## src/rtl/frame_err_check.sv

```systemverilog
// Frame-error checker for the UART RX path: parity and one/two stop-bit checks,
// frame-done/frame-OK status, saturating error counters and sticky error flags.
module frame_err_check #(
    parameter int DATA_WIDTH  = 8,
    parameter int PRESC_WIDTH = 6,
    parameter int CNT_WIDTH   = 8
) (
    input  logic                   CLK,
    input  logic                   RST,
    input  logic                   frame_start,
    input  logic                   PAR_EN,
    input  logic                   PAR_TYP,
    input  logic                   STOP2,
    input  logic [PRESC_WIDTH-1:0] Prescale,
    input  logic [PRESC_WIDTH-1:0] edge_cnt,
    input  logic                   sampled_bit,
    input  logic                   par_chk_en,
    input  logic                   stp_chk_en,
    input  logic [DATA_WIDTH-1:0]  P_DATA,
    input  logic                   err_clr,
    output logic                   par_err,
    output logic                   stp_err,
    output logic                   frame_done,
    output logic                   frame_ok,
    output logic [1:0]             err_sticky,
    output logic [CNT_WIDTH-1:0]   par_err_cnt,
    output logic [CNT_WIDTH-1:0]   stp_err_cnt
);

    typedef enum logic [1:0] {IDLE, WAIT_PAR, WAIT_STP1, WAIT_STP2} state_t;

    state_t r_state;
    logic   r_par_typ;
    logic   r_stop2;
    logic   r_match_prev;

    logic [PRESC_WIDTH-1:0] w_chk;
    logic                   w_en;
    logic                   w_match;
    logic                   w_strobe;
    logic                   w_done;
    logic                   w_fin_stp;
    logic                   w_par_calc;

    assign w_chk = (Prescale >> 1) + PRESC_WIDTH'(2);

    always_comb begin
        w_en = 1'b0;
        case (r_state)
            WAIT_PAR:             w_en = par_chk_en;
            WAIT_STP1, WAIT_STP2: w_en = stp_chk_en;
            default:              w_en = 1'b0;
        endcase
    end

    // Only the first cycle of a match counts, so a held edge_cnt checks once.
    assign w_match    = w_en && (edge_cnt == w_chk);
    assign w_strobe   = w_match && !r_match_prev;
    assign w_par_calc = sampled_bit ^ (^P_DATA) ^ r_par_typ;
    assign w_fin_stp  = ((r_state == WAIT_STP2) && stp_err) || !sampled_bit;
    assign w_done     = !frame_start && w_strobe &&
                        (((r_state == WAIT_STP1) && !r_stop2) || (r_state == WAIT_STP2));

    always_ff @(posedge CLK or negedge RST) begin
        if (!RST) begin
            r_state      <= IDLE;
            r_par_typ    <= 1'b0;
            r_stop2      <= 1'b0;
            r_match_prev <= 1'b0;
            par_err      <= 1'b0;
            stp_err      <= 1'b0;
            frame_done   <= 1'b0;
            frame_ok     <= 1'b0;
        end else begin
            r_match_prev <= w_match;
            frame_done   <= 1'b0;
            if (frame_start) begin
                r_par_typ <= PAR_TYP;
                r_stop2   <= STOP2;
                par_err   <= 1'b0;
                stp_err   <= 1'b0;
                r_state   <= PAR_EN ? WAIT_PAR : WAIT_STP1;
            end else if (w_strobe) begin
                case (r_state)
                    WAIT_PAR: begin
                        par_err <= w_par_calc;
                        r_state <= WAIT_STP1;
                    end
                    WAIT_STP1: begin
                        stp_err <= w_fin_stp;
                        r_state <= r_stop2 ? WAIT_STP2 : IDLE;
                    end
                    WAIT_STP2: begin
                        stp_err <= w_fin_stp;
                        r_state <= IDLE;
                    end
                    default: r_state <= IDLE;
                endcase
                if (w_done) begin
                    frame_done <= 1'b1;
                    frame_ok   <= !par_err && !w_fin_stp;
                end
            end
        end
    end

    // err_clr takes priority over an increment or sticky set on the same edge.
    always_ff @(posedge CLK or negedge RST) begin
        if (!RST) begin
            par_err_cnt <= '0;
            stp_err_cnt <= '0;
            err_sticky  <= 2'b00;
        end else if (err_clr) begin
            par_err_cnt <= '0;
            stp_err_cnt <= '0;
            err_sticky  <= 2'b00;
        end else if (w_done) begin
            if (par_err && !(&par_err_cnt))
                par_err_cnt <= par_err_cnt + CNT_WIDTH'(1);
            if (w_fin_stp && !(&stp_err_cnt))
                stp_err_cnt <= stp_err_cnt + CNT_WIDTH'(1);
            err_sticky <= err_sticky | {w_fin_stp, par_err};
        end
    end

endmodule
```

## config.mk

```make
export PLATFORM = sky130hd
export DESIGN_NAME = frame_err_check
export DESIGN_NICKNAME = d
export VERILOG_FILES = /design/src/rtl/frame_err_check.sv
export SDC_FILE = /design/constraint.sdc
export NUM_CORES = 1
export LEC_CHECK = 0
export BUFFER_PORTS_ARGS = -buffer_cell sky130_fd_sc_hd__buf_4
export CAP_MARGIN = 20
export CORE_MARGIN = 2
export CORE_UTILIZATION = 46
export CTS_CLUSTER_SIZE = 16
export DETAILED_ROUTE_END_ITERATION = 8
export HOLD_SLACK_MARGIN = 0.03
export PLACE_DENSITY = 0.76
export SLEW_MARGIN = 20
export SYNTH_ARGS = -nofsm -noshare
export SYNTH_HDL_FRONTEND = slang
export SYNTH_SLANG_ARGS = --single-unit
```

## constraint.sdc

```tcl
create_clock -name CLK -period 2 [get_ports CLK]
set_input_delay 0.4 -clock CLK [delete_from_list [all_inputs] [get_ports CLK]]
set_output_delay 0.4 -clock CLK [all_outputs]
set_load 0.02 [all_outputs]
```

==> run metrics <==
Worst Path Arrival ~2.1 ns; vias in the first global route 1377; core area 3610 um^2; reg-to-reg critical path startpoint r_state[1]; clock power share 0.287; antenna violations before repair 0; reg2reg setup slack around 0.036 ns; first-pass GRT wire length 5950 um; Synth Flop Type dfrtp_1; Cell Pwr Density 479 nW/um^2; crit path time final 1.96 ns; unrepaired setup endpoints after global routing true; cell count of the worst reg-to-reg path 8; H-Tree Depth 1; Clock transition at path regs 0.10 ns; GRT Util Overall 0.179; largest net degree at the start of global routing 28; Final Skew between 0.001 and 0.0015 ns; DR WL/cell 13.0 um; final core occ 0.658; combinational share of power 0.216; Syn Nets 209; Hold Fails Final Rpt 0; reg-to-reg endpoint stp_err_cnt[6]; Critical Path Fanout Max 4; Initial DRC Count 51; width of the chip 64.9 um; share of layout cells above drive strength 1 0.412; post-synthesis sequential area ratio 0.396; Clk Latency, worst-skew pair 0.27 ns; Rows 22; hold path depth 2; pre-CTS setup slack -0.163 ns; CP Cell Sequence buf_6 > ha_4 > and2b_1 > o211ai_1 > a211oi_4 > and2_1 > nand4_2 > mux2_4; commonest cells after routing, fill and taps aside buf_4, nor2_1, dfrtp_1, xnor2_1, xor2_1; Setup crit start kind register; Min-Delay Endpoint stp_err; Final GP Congestion 0.784; antenna-violating nets left 0; # fillers 300; worst ir drop on vdd ~300 uV; max-slew violations 0; Critical Path Sink Type register; Initial Utilization 0.473; Setup TNS 0 ns; Pwr Total 1.14 mW; HPWL after DPL 2630 um; full die area between 4000 and 5000 um^2; outcome finished, final reports clean; fraction of registers with async set/reset 1.00; DR vias 1445; Area growth, synth to finish 38.9%; WS Path Type register to register; max_slew headroom 0.769; setup ws final about 0.036 ns; post-placement cell count roughly 280; I/O pins between 50 and 60; Congestion Overflow GR 0; Clock Tree Buf Depth 2; Slowest cell on crit path dfrtp_2; Root Driver clkbuf_8; period utilization 0.982; Sw Ratio 0.268; fmax 509 MHz; clock sink count 27; post-synthesis register bit count 27; crit-path max cell delay 0.45 ns; most common cell after layout, fill and taps aside buf_4; syn avg cell area 9.92 um^2; drt drc 0; synthesized instance count 172; CTS tree built; CTS buffer count 3; DRT Pass-1 Iters 4; Worst Path Required ~2.2 ns; NetSw around 0.30 mW; die height around 65 um; Leak 1.12 nW; Netlist cell types 45; drt total wl 3710 um; Hold Crit Class input pin to register; Int Pwr slightly above 0.8 mW; Seq pwr share 0.497; hold wc startpoint frame_start; via/cell ratio 5.05; antenna cells 0; fin cells 286; # port buffers 50; fin nets 276; Post-synth EDFFs 0; Tightest Pin Transition 0.347 ns; Ys Warns 0; Netlist Area Pre-Place 1710 um^2; Final setup viols 0; max cap viols 0
## per-stage QoR
| stage | hold WS, ns | instance area, um^2 |
|---|---|---|
| global route | 0.346 | 2370 |
| CTS | 0.341 | 2250 |
| floorplan | 0.104 | 1720 |
| global placement | 0.335 | 2190 |
| finish | 0.344 | 2370 |
| detailed placement | 0.333 | 2190 |
## kinds of logic (layout without fill, tap and decap cells)
family	count (synthesis)	after routing	share of synthesized area
buf+inv	10	76	0.0352
simple gates	76	76	0.245
xor+xnor	26	26	0.133
compound gates	17	17	0.0799
mux	9	9	0.0594
flops	27	27	0.396
fa+ha+maj	7	7	0.0513
## registers in the layout, summed over array words and instances, names as in the netlist, 2 cells and up
name         count
stp_err_cnt      8
r_state          2
par_err_cnt      8
err_sticky       2
## power by group through the flow
stage | sequential [mW] | combinational [mW] | clock [mW]
6_report | 0.565 | 0.245 | 0.326
5_1_grt | 0.567 | 0.270 | 0.354
4_1_cts | 0.562 | 0.208 | 0.332
3_5_place_dp | 0.572 | 0.206 | 0
3_3_place_gp | 0.572 | 0.202 | 0
2_1_floorplan | 0.572 | 0.118 | 0
## worst max-delay path, delay by kind of cell, from the launching register on
kind                       cells  cell delay (ns)
and+or+nand+nor                3             0.47
DFF                            1             0.45
buffers and inverters          1             0.13
muxes                          1             0.29
AOI/OAI and AO/OA              2             0.34
adders and majority gates      1             0.16
## per-layer routing
metal | GRT usage | vias to the layer above | share of wire
li1 | - | 723 | -
met1 | 0.233 | 671 | 0.45
met2 | 0.303 | 45 | 0.48
met3 | 0.0313 | 6 | 0.059
met4 | 0.0559 | 0 | 0.012
met5 | 0 | - | 0
## how the worst max path moves through the flow
stage,start,to,slack (ns),depth (start not counted)
detailed placement,Prescale[2],stp_err,-0.16,9
floorplan,Prescale[2],par_err_cnt[4],0.02,7
finish,r_state[1],stp_err_cnt[6],0.04,8
global placement,Prescale[2],r_state[0],-0.11,8
CTS,r_state[0],stp_err,0.04,9
global route,r_state[0],par_err_cnt[4],-0.05,7
## timing repair
| action | 4_1_cts | 5_1_grt |
|---|---|---|
| endpoints found under the hold margin | 9 | 0 |
| resized for setup | 0 | 19 |
| setup buffers | 0 | 6 |
| hold buffers | 1 | 0 |
| endpoints found under the setup margin | 0 | 11 |
## synthesized netlist by cell type, types with 2 or more instances
master | number | share of area
nand2_1 | 6 | 0.013
nand3_1 | 9 | 0.026
and4_1 | 2 | 0.010
mux2i_1 | 3 | 0.018
xor2_1 | 11 | 0.056
and3_1 | 6 | 0.022
o21ai_0 | 2 | 0.0059
xnor2_1 | 15 | 0.077
nor3_2 | 2 | 0.012
dfrtp_1 | 27 | 0.40
inv_1 | 5 | 0.011
nor2_1 | 29 | 0.064
o211ai_1 | 2 | 0.0088
ha_1 | 7 | 0.051
and2_1 | 2 | 0.0073
and2b_1 | 3 | 0.013
mux2_1 | 3 | 0.020
nand4_1 | 5 | 0.018
a21oi_1 | 6 | 0.018
mux2_2 | 2 | 0.013
## final cells by class
type / instances / area (um^2) / area share
multi-input cells: 135 / 1060 / 0.445
clock inverters: 1 / 7.51 / 0.00317
inverters: 5 / 18.8 / 0.00792
clock buffers: 3 / 41.3 / 0.0174
repair buffers: 67 / 509 / 0.215
flip-flops and latches: 27 / 678 / 0.286
well taps: 48 / 60.1 / 0.0253
Power figures use the tool's default switching activity.
